[src/rtl/tm_infer_sequencer.sv]
// Host-side sequencer for the convolutional Tsetlin-machine inference top:
// streams clause/weight words into the top, fires inference and captures the class.
//
// state     | meaning
// IDLE      | waiting for start / start_infer
// LD_CLAUSE | writing clause words 0..clauses-1
// LD_WEIGHT | writing weight words 0..CLASSN*WPC-1
// SETTLE    | last-write cycle, image reset, then a quiet cycle
// FIRE      | inference start pulse to the top
// WAIT      | waiting for done, bounded by TIMEOUT
module tm_infer_sequencer #(
    parameter int CLAUSEN = 10,
    parameter int CLASSN  = 10,
    parameter int WPC     = 5,
    parameter int TIMEOUT = 65535
) (
    input  logic                      clk,
    input  logic                      rst_n,
    input  logic                      start,
    input  logic                      start_infer,
    input  logic [8:0]                clauses_cfg,
    input  logic [255:0]              s_data,
    input  logic                      s_valid,
    output logic                      s_ready,
    output logic [255:0]              clause_write,
    output logic [31:0]               bram_addr_a,
    output logic                      wea,
    output logic [255:0]              weight_write,
    output logic [31:0]               bram_addr_a2,
    output logic                      wea2,
    output logic                      img_rst,
    output logic                      done_rmu,
    output logic [8:0]                clauses,
    input  logic                      done,
    input  logic [$clog2(CLASSN)-1:0] class_op,
    output logic [$clog2(CLASSN)-1:0] result_class,
    output logic                      result_valid,
    output logic                      busy,
    output logic                      err
);

    localparam int NWEIGHT = CLASSN * WPC;

    typedef enum logic [2:0] {IDLE, LD_CLAUSE, LD_WEIGHT, SETTLE, FIRE, WAIT} state_t;

    state_t      state;
    logic [15:0] idx;
    logic [1:0]  settle_cnt;
    logic [16:0] wait_cnt;
    logic        model_loaded;
    logic        beat;

    assign beat = s_valid & s_ready;

    always_ff @(posedge clk or negedge rst_n) begin
        if (!rst_n) begin
            state        <= IDLE;
            idx          <= '0;
            settle_cnt   <= '0;
            wait_cnt     <= '0;
            model_loaded <= 1'b0;
            s_ready      <= 1'b0;
            clause_write <= '0;
            bram_addr_a  <= '0;
            wea          <= 1'b0;
            weight_write <= '0;
            bram_addr_a2 <= '0;
            wea2         <= 1'b0;
            img_rst      <= 1'b0;
            done_rmu     <= 1'b0;
            clauses      <= '0;
            result_class <= '0;
            result_valid <= 1'b0;
            busy         <= 1'b0;
            err          <= 1'b0;
        end else begin
            wea      <= 1'b0;
            wea2     <= 1'b0;
            img_rst  <= 1'b0;
            done_rmu <= 1'b0;
            case (state)
                IDLE: begin
                    if (start) begin
                        result_valid <= 1'b0;
                        if (clauses_cfg == 9'd0 || int'(clauses_cfg) > CLAUSEN) begin
                            err <= 1'b1;
                        end else begin
                            err     <= 1'b0;
                            clauses <= clauses_cfg;
                            idx     <= '0;
                            s_ready <= 1'b1;
                            busy    <= 1'b1;
                            state   <= LD_CLAUSE;
                        end
                    end else if (start_infer) begin
                        if (model_loaded) begin
                            result_valid <= 1'b0;
                            err          <= 1'b0;
                            settle_cnt   <= '0;
                            busy         <= 1'b1;
                            state        <= SETTLE;
                        end else begin
                            err <= 1'b1;
                        end
                    end
                end
                LD_CLAUSE: begin
                    if (beat) begin
                        wea          <= 1'b1;
                        clause_write <= s_data;
                        bram_addr_a  <= 32'(idx);
                        if (idx + 16'd1 == 16'(clauses)) begin
                            idx   <= '0;
                            state <= LD_WEIGHT;
                        end else begin
                            idx <= idx + 16'd1;
                        end
                    end
                end
                LD_WEIGHT: begin
                    if (beat) begin
                        wea2         <= 1'b1;
                        weight_write <= s_data;
                        bram_addr_a2 <= 32'(idx);
                        if (idx == 16'(NWEIGHT - 1)) begin
                            s_ready      <= 1'b0;
                            model_loaded <= 1'b1;
                            settle_cnt   <= '0;
                            state        <= SETTLE;
                        end else begin
                            idx <= idx + 16'd1;
                        end
                    end
                end
                SETTLE: begin
                    // cycle 0 carries the final write strobe (or nothing on start_infer)
                    settle_cnt <= settle_cnt + 2'd1;
                    img_rst    <= (settle_cnt == 2'd0);
                    if (settle_cnt == 2'd2) begin
                        done_rmu <= 1'b1;
                        wait_cnt <= '0;
                        state    <= FIRE;
                    end
                end
                FIRE: begin
                    wait_cnt <= wait_cnt + 17'd1;
                    state    <= WAIT;
                end
                WAIT: begin
                    // counts below 3 are the first two WAIT cycles, where done may still be stale
                    if (done && wait_cnt >= 17'd3) begin
                        result_class <= class_op;
                        result_valid <= 1'b1;
                        busy         <= 1'b0;
                        state        <= IDLE;
                    end else if (wait_cnt + 17'd1 == 17'(TIMEOUT)) begin
                        err   <= 1'b1;
                        busy  <= 1'b0;
                        state <= IDLE;
                    end else if (wait_cnt != '1) begin
                        wait_cnt <= wait_cnt + 17'd1;
                    end
                end
                default: state <= IDLE;
            endcase
        end
    end

endmodule

[config.mk]
export PLATFORM = sky130hd
export DESIGN_NAME = tm_infer_sequencer
export DESIGN_NICKNAME = d
export VERILOG_FILES = /design/src/rtl/tm_infer_sequencer.sv
export SDC_FILE = /design/constraint.sdc
export NUM_CORES = 1
export LEC_CHECK = 0
export BUFFER_PORTS_ARGS = -buffer_cell sky130_fd_sc_hd__buf_2
export CAP_MARGIN = 5
export CORE_AREA = 2 2 343 345
export CTS_BUF_LIST = sky130_fd_sc_hd__clkbuf_16
export DETAILED_ROUTE_END_ITERATION = 10
export DIE_AREA = 0 0 345 347
export GPL_TIMING_DRIVEN = 0
export SKIP_CTS_REPAIR_TIMING = 1
export SYNTH_ARGS = -nofsm -noshare
export SYNTH_HDL_FRONTEND = slang
export SYNTH_SLANG_ARGS = --single-unit
[constraint.sdc]
create_clock -name clk -period 3.15 [get_ports clk]
set_input_delay 0 -clock clk [delete_from_list [all_inputs] [get_ports clk]]
set_output_delay 0 -clock clk [all_outputs]
set_load 0.005 [all_outputs]
==> metrics.txt <==
least setup slack across all paths after layout 0.1854 ns; clock sinks 604; setup slack on the worst flop-to-flop path 0.19 ns; required time of the critical path 3.65 ns; Switching Fraction 33.47%; status completed; warnings from Yosys 0; Final Max Slew Viols 0; share of Yosys cell area claimed by the top area cell type 62.72%; via count of the first global-routing pass 17,970; series of cell instances along the critical path ha_1, and4_1, buf_2, a22oi_1, a211o_1, a211oi_2, nand4_4, buf_2, a31oi_1, mux2i_1; core area 115,700 sq um; number of CTS-inserted buffers 71; 1st-pass router iterations 5; io pins 872; routed via count divided by cell count 4.159; clock tree from TritonCTS built; number of hold violations in the final report 0; final routed DRC violation total 0; worst-margin pin slew 0.8788 ns; per-cell routed wire length 19.87 um; insertion delay of the later-clocked pin in the worst-skew pair 0.63 ns; post-synthesis to final-layout area growth 48.83%; critical path's top delay family compound AO/OA/AOI/OAI gates; first-iteration detailed-routing DRC count 1,086; setup slack after placement -1.179 ns; P per Cell Area 944.7 nW/um^2; netlist area before placement 24,100 sq um; H-tree lvl count 3; Buffers & Inverters on Critical Path 2; ANT nets after route 0; buffer levels on the longest clock path 3; layout cell share with drive strength beyond 1 55.95%; post-synthesis sequential element count 604; cell types with the highest counts after synthesis dfrtp_1, mux2_2, clkbuf_1, nand2_1, o21ai_0; weighted congestion reported at the end of routability-driven placement 0.8915; maximum clock frequency 0.3373 GHz; sequential fraction of the synthesis area 62.72%; most frequent cell on the critical path buf_2; total number of vias 18,520; worst slew margin relative to its limit 41.41%; highest-delay cell along the critical path dfrtp_1; dominant synthesized flop cell dfrtp_1; overall routed net length 88.44 mm; initial antenna violation count 7; pin count of the biggest net entering global routing 120; max-cap violation count 0; number of library cell types mapped by synthesis 65; Root Buffer Master clkbuf_16; async set-or-reset flop fraction in the synthesized netlist 100.0%; fraction of power consumed by the clock network 24.9%; leakage dissipation 17.21 nW; Placement Rows 125; Int Pwr 22.54 mW; HPWL reported at the end of detailed placement 66.47 mm; largest area contributor in the netlist dfrtp_1; arrival time at the worst endpoint 3.46 ns; starting utilization of the core area 20.82%; Post-synth EDFFs 0; clock transition time at the flip-flop clock pins of the worst setup and hold paths 0.06 ns; portion of the clock cycle consumed by the worst path in the final layout 94.11%; part of the total power dissipated in sequential elements 39.1%; Overall Power 33.88 mW; most common cell in the netlist dfrtp_1; switching power summed over all nets 11.34 mW; crit path kind flip-flop to flip-flop; Die Span Y 347 um; kind of end point of the critical path flip-flop; Area contributors post-synth dfrtp_1, mux2_2, buf_4, clkbuf_1, o21ai_0; Die Area 119,700 sq um; total of endpoints with negative setup slack in the final report 0; die outline width 345 um; Total Routing Usage GR 13.90%; peak per-stage delay on the critical path 0.54 ns; Max Fanout on Critical Path 10; synthesized instance count 1,629; Worst setup SP type flip-flop; final clock skew 0.02056 ns; number of buffer cells added on primary ports 839; Gate power share 36.0%; NumNets Final 3,147; type of the most critical hold path input port to async pin; shortest period the worst path allows 2.965 ns; GRT Residual Overflow 0; synthesized area per cell 14.79 sq um; global-route wire length before repair 124.3 mm; IR Drop Worst-Case VDD 669.3 uV
power by group through the flow:
stage | Sequential, mW | Combinational (mW) | Clock, mW
2_1_floorplan | 13.4 | 5.16 | 0
3_3_place_gp | 13.2 | 11.7 | 0
3_5_place_dp | 13.3 | 11.9 | 0
4_1_cts | 13.2 | 11.9 | 8.69
5_1_grt | 13.7 | 13.1 | 9.00
6_report | 13.3 | 12.2 | 8.43
metal layers:
| metal | GRT usage (%) | up-vias | wire length, um |
|---|---|---|---|
| met2 | 22.93 | 664 | 43190 |
| met5 | 0 | - | 13 |
| met4 | 4.646 | 2 | 2536 |
| li1 | - | 8260 | - |
| met1 | 17.30 | 9442 | 36940 |
| met3 | 4.163 | 147 | 5759 |
layout by cell type (no fill, tap or decap), types with 5 or more instances in the layout:
cell type and count:
xnor2_1 13, clkbuf_2 30, a31oi_1 16, nand2b_1 5, clkinv_2 15, nand3_1 24
clkinv_1 13, buf_16 5, nand2_1 49, conb_1 32, o21ai_0 44, clkbuf_16 71
a21oi_1 12, inv_1 27, and2_1 10, o31ai_1 14, mux2_2 552, nor2_1 28
diode_2 6, nor4_1 7, clkbuf_1 31, buf_4 47, dlygate4sd3_1 272, and3_1 6
nand4_1 9, bufinv_16 8, clkbuf_4 10, nor3_1 9, dfrtp_1 602, buf_2 856
ha_1 6
registers in the layout, indices dropped and copies added, names as in the netlist:
signal / flops
clause_write: 256
weight_write: 256
wait_cnt: 17
bram_addr_a2: 16
bram_addr_a: 16
idx: 16
clauses: 9
result_class: 4
state: 3
settle_cnt: 2
busy: 1
done_rmu: 1
err: 1
img_rst: 1
model_loaded: 1
result_valid: 1
s_ready: 1
wea: 1
wea2: 1
per-stage QoR:
| step | hold slack (ns) | cells | util (%) | area, sq um | TNS [ns] |
|---|---|---|---|---|---|
| floorplan | -0.2956 | 1660 | - | 24220 | 0 |
| global placement | 0.2332 | 4023 | 26.20 | 30330 | -7030.45 |
| detailed placement | 0.1033 | 4029 | 26.35 | 30490 | -347.54 |
| CTS | -0.6059 | 4159 | 28.40 | 32870 | -363.30 |
| global route | 0.03210 | 4446 | 30.98 | 35850 | -0.2803 |
| finish | 0.0003566 | 4452 | 30.99 | 35870 | 0 |
area by class of cell:
| class | count | area (sq um) |
|---|---|---|
| clock buffers | 71 | 1777 |
| fillers | 11710 | 79870 |
| diodes | 6 | 15.01 |
| flip-flops and latches | 604 | 15120 |
| multi-input cells | 913 | 8479 |
| inverters | 19 | 71.32 |
| well taps | 1524 | 1907 |
| plain buffers | 124 | 700.7 |
| repair buffers | 1132 | 7194 |
| clock inverters | 59 | 604.3 |
path summary, 6_finish.rpt:
path                                                   start                            end  cells past startpoint
worst max-delay path                      idx[0]$_DFFE_PN0P_            idx[14]$_DFFE_PN0P_                     10
worst min-delay path                                   rst_n  weight_write[179]$_DFFE_PN0P_                      2
worst max register to register            idx[0]$_DFFE_PN0P_            idx[14]$_DFFE_PN0P_                     10
worst min register to register  clause_write[48]$_DFFE_PN0P_   clause_write[48]$_DFFE_PN0P_                      1
max in group asynchronous                              rst_n   weight_write[96]$_DFFE_PN0P_                      5
min in group clk                                     s_valid       model_loaded$_DFFE_PN0P_                      4
logic make-up (layout without fill, tap and decap cells):
group	count (synthesis)	count (layout)	synth area share, %
compound gates	124	124	3.448
xor+xnor	16	16	0.5815
fa+ha+maj	7	7	0.3634
buf+inv	143	1405	2.887
flops	604	604	62.72
mux	556	556	25.96
other cells	1	38	0.01556
simple gates	178	178	4.024
Power figures use the tool's default switching activity.
